[config.mk]
export PLATFORM = sky130hd
export DESIGN_NAME = fifo_datapath
export DESIGN_NICKNAME = d
export VERILOG_FILES = /design/src/rtl/fifo_datapath.sv
export SDC_FILE = /design/constraint.sdc
export NUM_CORES = 1
export LEC_CHECK = 0
export BUFFER_PORTS_ARGS = -buffer_cell sky130_fd_sc_hd__buf_2
export CORE_UTILIZATION = 50
export DETAILED_ROUTE_END_ITERATION = 12
export GPL_TIMING_DRIVEN = 1
export PLACE_DENSITY = 0.74
export RECOVER_POWER = 25
export SLEW_MARGIN = 20
export SYNTH_ARGS = -nofsm -noshare
export SYNTH_HDL_FRONTEND = slang
export SYNTH_SLANG_ARGS = --single-unit
[constraint.sdc]
create_clock -name clk -period 3.1 [get_ports clk]
set_input_delay 0.31 -clock clk [delete_from_list [all_inputs] [get_ports clk]]
set_output_delay 0.31 -clock clk [all_outputs]
set_load 0.05 [all_outputs]
[src/rtl/fifo_datapath.sv]
// rtl/fifo_datapath.sv - FIFO storage, wrap-bit pointers, output data and status/error reporting
module fifo_datapath #(
  parameter int DATA_WIDTH  = 8,
  parameter int ADDR_WIDTH  = 4,
  parameter int FWFT_ENABLE = 1
) (
  input  logic                  clk,
  input  logic                  rst,
  input  logic [4:0]            control_signals,
  input  logic [DATA_WIDTH-1:0] din,
  output logic [DATA_WIDTH-1:0] dout,
  output logic [3:0]            status_signals,
  output logic [ADDR_WIDTH:0]   fill_level,
  output logic                  overflow_err,
  output logic                  underflow_err
);

  localparam int                DEPTH   = 1 << ADDR_WIDTH;
  localparam logic [ADDR_WIDTH:0] PTR_ONE = 1;

  // Control word decode: {load_data, read_data, clr, r_adr_trigger, w_adr_trigger}
  logic load_data;
  logic read_data;
  logic clr;
  logic r_adr_trigger;
  logic w_adr_trigger;
  assign {load_data, read_data, clr, r_adr_trigger, w_adr_trigger} = control_signals;

  logic [ADDR_WIDTH:0]   w_ptr;
  logic [ADDR_WIDTH:0]   r_ptr;
  logic [DATA_WIDTH-1:0] mem [DEPTH];

  logic empty;
  logic full;
  logic wrap_differs;
  logic one_left;

  // Status is derived only from the registered pointers
  assign fill_level   = w_ptr - r_ptr;
  assign empty        = (w_ptr == r_ptr);
  assign wrap_differs = (w_ptr[ADDR_WIDTH] != r_ptr[ADDR_WIDTH]);
  // Low-bit match is qualified by the wrap bit so this flag never asserts on an empty FIFO
  assign full         = (w_ptr[ADDR_WIDTH-1:0] == r_ptr[ADDR_WIDTH-1:0]) && wrap_differs;
  assign one_left     = (fill_level == PTR_ONE);

  assign status_signals = {wrap_differs, full, one_left, empty};

  // Pointer advance and sticky error flags; clr wins over every other control bit
  always_ff @(posedge clk or negedge rst) begin
    if (!rst) begin
      w_ptr         <= '0;
      r_ptr         <= '0;
      overflow_err  <= 1'b0;
      underflow_err <= 1'b0;
    end else if (clr) begin
      w_ptr         <= '0;
      r_ptr         <= '0;
      overflow_err  <= 1'b0;
      underflow_err <= 1'b0;
    end else begin
      if (w_adr_trigger) begin
        w_ptr <= w_ptr + PTR_ONE;
        if (full) overflow_err <= 1'b1;
      end
      if (r_adr_trigger) begin
        r_ptr <= r_ptr + PTR_ONE;
        if (empty) underflow_err <= 1'b1;
      end
    end
  end

  // RAM write port; contents are intentionally not reset
  always_ff @(posedge clk) begin
    if (load_data && !clr) mem[w_ptr[ADDR_WIDTH-1:0]] <= din;
  end

  generate
    if (FWFT_ENABLE != 0) begin : g_fwft
      // Head of queue is presented directly; read_data only matters for the registered path
      logic read_data_unused;
      assign read_data_unused = read_data;
      assign dout = empty ? '0 : mem[r_ptr[ADDR_WIDTH-1:0]];
    end else begin : g_reg
      logic [DATA_WIDTH-1:0] dout_q;
      // Registered output: capture the head word on a qualified read, else hold
      always_ff @(posedge clk or negedge rst) begin
        if (!rst) begin
          dout_q <= '0;
        end else if (clr) begin
          dout_q <= '0;
        end else if (read_data && !empty) begin
          dout_q <= mem[r_ptr[ADDR_WIDTH-1:0]];
        end
      end
      assign dout = dout_q;
    end
  endgenerate

endmodule
==> metrics.csv <==
metric;value;unit
post-placement worst setup slack;0.587;ns
maximum count of clock buffers along a single path;2;
number of clock sinks;140;
dpl cells;472;
Layout Area Growth over Synthesis;14.5;%
Worst setup SP type;register;
worst reg2reg setup slack;1.37;ns
Die Height;110;um
number of enable-type register cells in the synthesized netlist;128;
reported max-cap violation count;0;
main flop type after synthesis;sky130_fd_sc_hd__edfxtp_1;
maximum number of pins on one net before global-route repair;37;
Rows;39;
run status;finished, final reports clean;
via count of the first global-routing pass;2820;
Required @ worst endpoint;2.79;ns
Adder-Cell Fraction of Synth Area;0.0226;
most numerous cell types in the synthesized netlist;128 x sky130_fd_sc_hd__edfxtp_1, 17 x sky130_fd_sc_hd__and2_1, 16 x sky130_fd_sc_hd__mux4_1;
clock slew at reported path FFs;0.06;ns
slowest stage delay, CP;0.48;ns
post-route setup TNS;0;ns
final standard cell count with taps included and fillers excluded;505;
All-Layer GR Usage;0.199;
number of buffer and inverter instances along the worst setup path;4;
Port Buffers;32;
# DRC;0;
grt total ovfl;0;
Post-CTS Repair Setup Buffers;0;
count of warnings emitted by yosys;0;
multiplexer area fraction after synthesis;0.150;
routed wire length;10800;um
time the final worst path needs with I/O delays and setup;2.93;ns
setup violation total in the final timing report;0;
Hold Path Class;primary input to register;
antenna violations before repair;0;
routed wire length per instance;21.3;um
number of instances in the synthesized netlist;307;
dpl hpwl;6750;um
Area contributors post-synth;sky130_fd_sc_hd__edfxtp_1 66%, sky130_fd_sc_hd__mux4_1 7.2%, sky130_fd_sc_hd__mux4_2 5.4%, sky130_fd_sc_hd__dfrtp_1 5.1%, sky130_fd_sc_hd__mux2i_1 2.2%;
top cell type's share of synthesized area;0.655;
post-synthesis async set-or-reset flop share;0.0857;
Max Fclk;341;MHz
Std-Cell Core Area;0.0114;sq mm
most frequent cell after synthesis;sky130_fd_sc_hd__edfxtp_1;
power density relative to cell area;680;mW/mm^2
Worst Hold Margin;0.247;ns
die width;110;um
sequential element share of the synthesized area;0.707;
number of synthesized register bits;140;
Crit Path Category;register to primary output;
most area-hungry cell type in the Yosys netlist;sky130_fd_sc_hd__edfxtp_1;
count of cell types in the netlist;38;
Worst setup EP type;primary output;
list of cells traversed by the critical path;inv_4 > ha_1 > nand4_1 > nor2_1 > buf_4 > nor3_1 > buf_4 > a221o_1 > buf_2;
Hold Startpoint;control_signals[2];
number of buffers created by CTS;17;
startpoint of the most critical register-to-register path;w_ptr[2]$_DFFE_PN0P_;
post-DR vias/cell;5.71;
post-synthesis simple-gate area fraction;0.0529;
post-route clock skew;0.00625;ns
die outline area;0.0122;sq mm
post-route clock period utilization;0.946;
clk_lat worst skew;0.41;ns
Data arrival, critical path;2.62;ns
share of post-route cells with drive strength above 1;0.227;
post-synth net total;332;
largest voltage drop on the vdd net;0.436;mV
CP most frequent cell;sky130_fd_sc_hd__buf_4;
mapped cell area;0.00586;sq mm
complex-gate fraction of the synthesized area;0.0235;
Total Nets Final;374;
GP Congestion;0.791;
cell type of the slowest stage on the worst timing path;sky130_fd_sc_hd__dfrtp_1;
dominant combinational cell family by area after synthesis;multiplexers;
dominant delay contributor by cell family on the critical path;buffers and inverters;
1st-pass router iterations;4;
wire length of the first global-routing pass;16300;um
total vias in the final route;2885;
root buffer cell;sky130_fd_sc_hd__clkbuf_16;
number of H-tree levels;4;
post-synthesis area per instance;19.1;sq um
Antenna Nets Post-Route;0;
leakage power figure;2.36;nW
crit-path max FO;13;
Worst Max-Slew Pin Slew;0.678;ns
Max Transition Viols Final;0;
starting density of the core;0.514;
Crit. Startpoint;r_ptr[3]$_DFFE_PN0P_;
DRC marker count from the first detailed-route iteration;241;
IO Pins;34;
Max-Slew Margin vs Limit;0.548;
minimum setup slack in the final design;0.167;ns
xor and xnor fraction of the mapped netlist area;0.0164;
antenna cells;0;
final hold violations;0;
TritonCTS clock tree;done;
[logic make-up (layout without fill, tap and decap cells)]
kind of cell	count (synthesis)	count (layout)
simple gates	59	59
compound gates	17	17
mux	44	44
buf+inv	26	81
flops	140	140
xor+xnor	11	11
fa+ha+maj	10	10
[power by group]
part / internal (W) / switching [W] / leakage, nW
Clock: 0.00118 / 0.000756 / 0.266
Sequential: 0.00208 / 0.0000108 / 1.32
Combinational: 0.000175 / 0.000356 / 0.782
Total: 0.00344 / 0.00112 / 2.36
[per-layer routing]
metal | share of wire | vias up | GRT usage
li1 | - | 1320 | -
met5 | 0 | - | 0
met4 | 0.011 | 0 | 0.0761
met3 | 0.039 | 10 | 0.0564
met2 | 0.49 | 68 | 0.304
met1 | 0.46 | 1487 | 0.271
[flip-flops by register name (all words and copies together) (netlist names)]
name	count
r_ptr	5
w_ptr	5
underflow_err	1
overflow_err	1
mem	128
[through the flow]
step,util,power [W],cell area (sq um)
final,0.588,0.00456,6710
after global routing,0.588,0.00471,6710
after CTS,0.588,0.00460,6710
after detailed placement,0.537,0.00267,6130
after global placement,0.537,0.00265,6130
after floorplan,-,0.00255,5860
[cell usage in the layout (no fill, tap or decap), drive strengths merged, types with 2 or more instances in the layout]
cell type	count
mux2i	13
nand3	2
a221o	7
nor2	15
nor3	11
mux4	30
clkinvlp	6
nor3b	2
edfxtp	128
inv	9
dfrtp	12
clkbuf	24
xnor2	6
xor2	5
bufinv	2
or3	2
nand2	3
clkinv	5
nand4	5
and2	17
ha	9
a21oi	3
buf	34
[repair_timing]
action	CTS	global route
hold buffers	1	0
setup endpoints to repair	0	7
endpoints found under the hold margin	12	0
gates resized for setup	0	3
[final timing paths]
path                       depth (start not counted)                       end
max                                                9                   dout[5]
min                                                2      w_ptr[3]$_DFFE_PN0P_
max reg2reg                                        2       mem[5][0]$_DFFE_PP_
min reg2reg                                        2  overflow_err$_DFFE_PN0P_
max in group asynchronous                          2      r_ptr[0]$_DFFE_PN0P_
min in group asynchronous                          2      w_ptr[0]$_DFFE_PN0P_
[layout make-up]
class                   count  area, sq um
fillers                   831         4710
flip-flops and latches    140         4150
multi-input cells         141         1550
clock buffers              18          429
repair buffers             41          223
well taps                 143          179
clock inverters            14          146
inverters                   8         36.3
(Power assumes the default switching activity.)
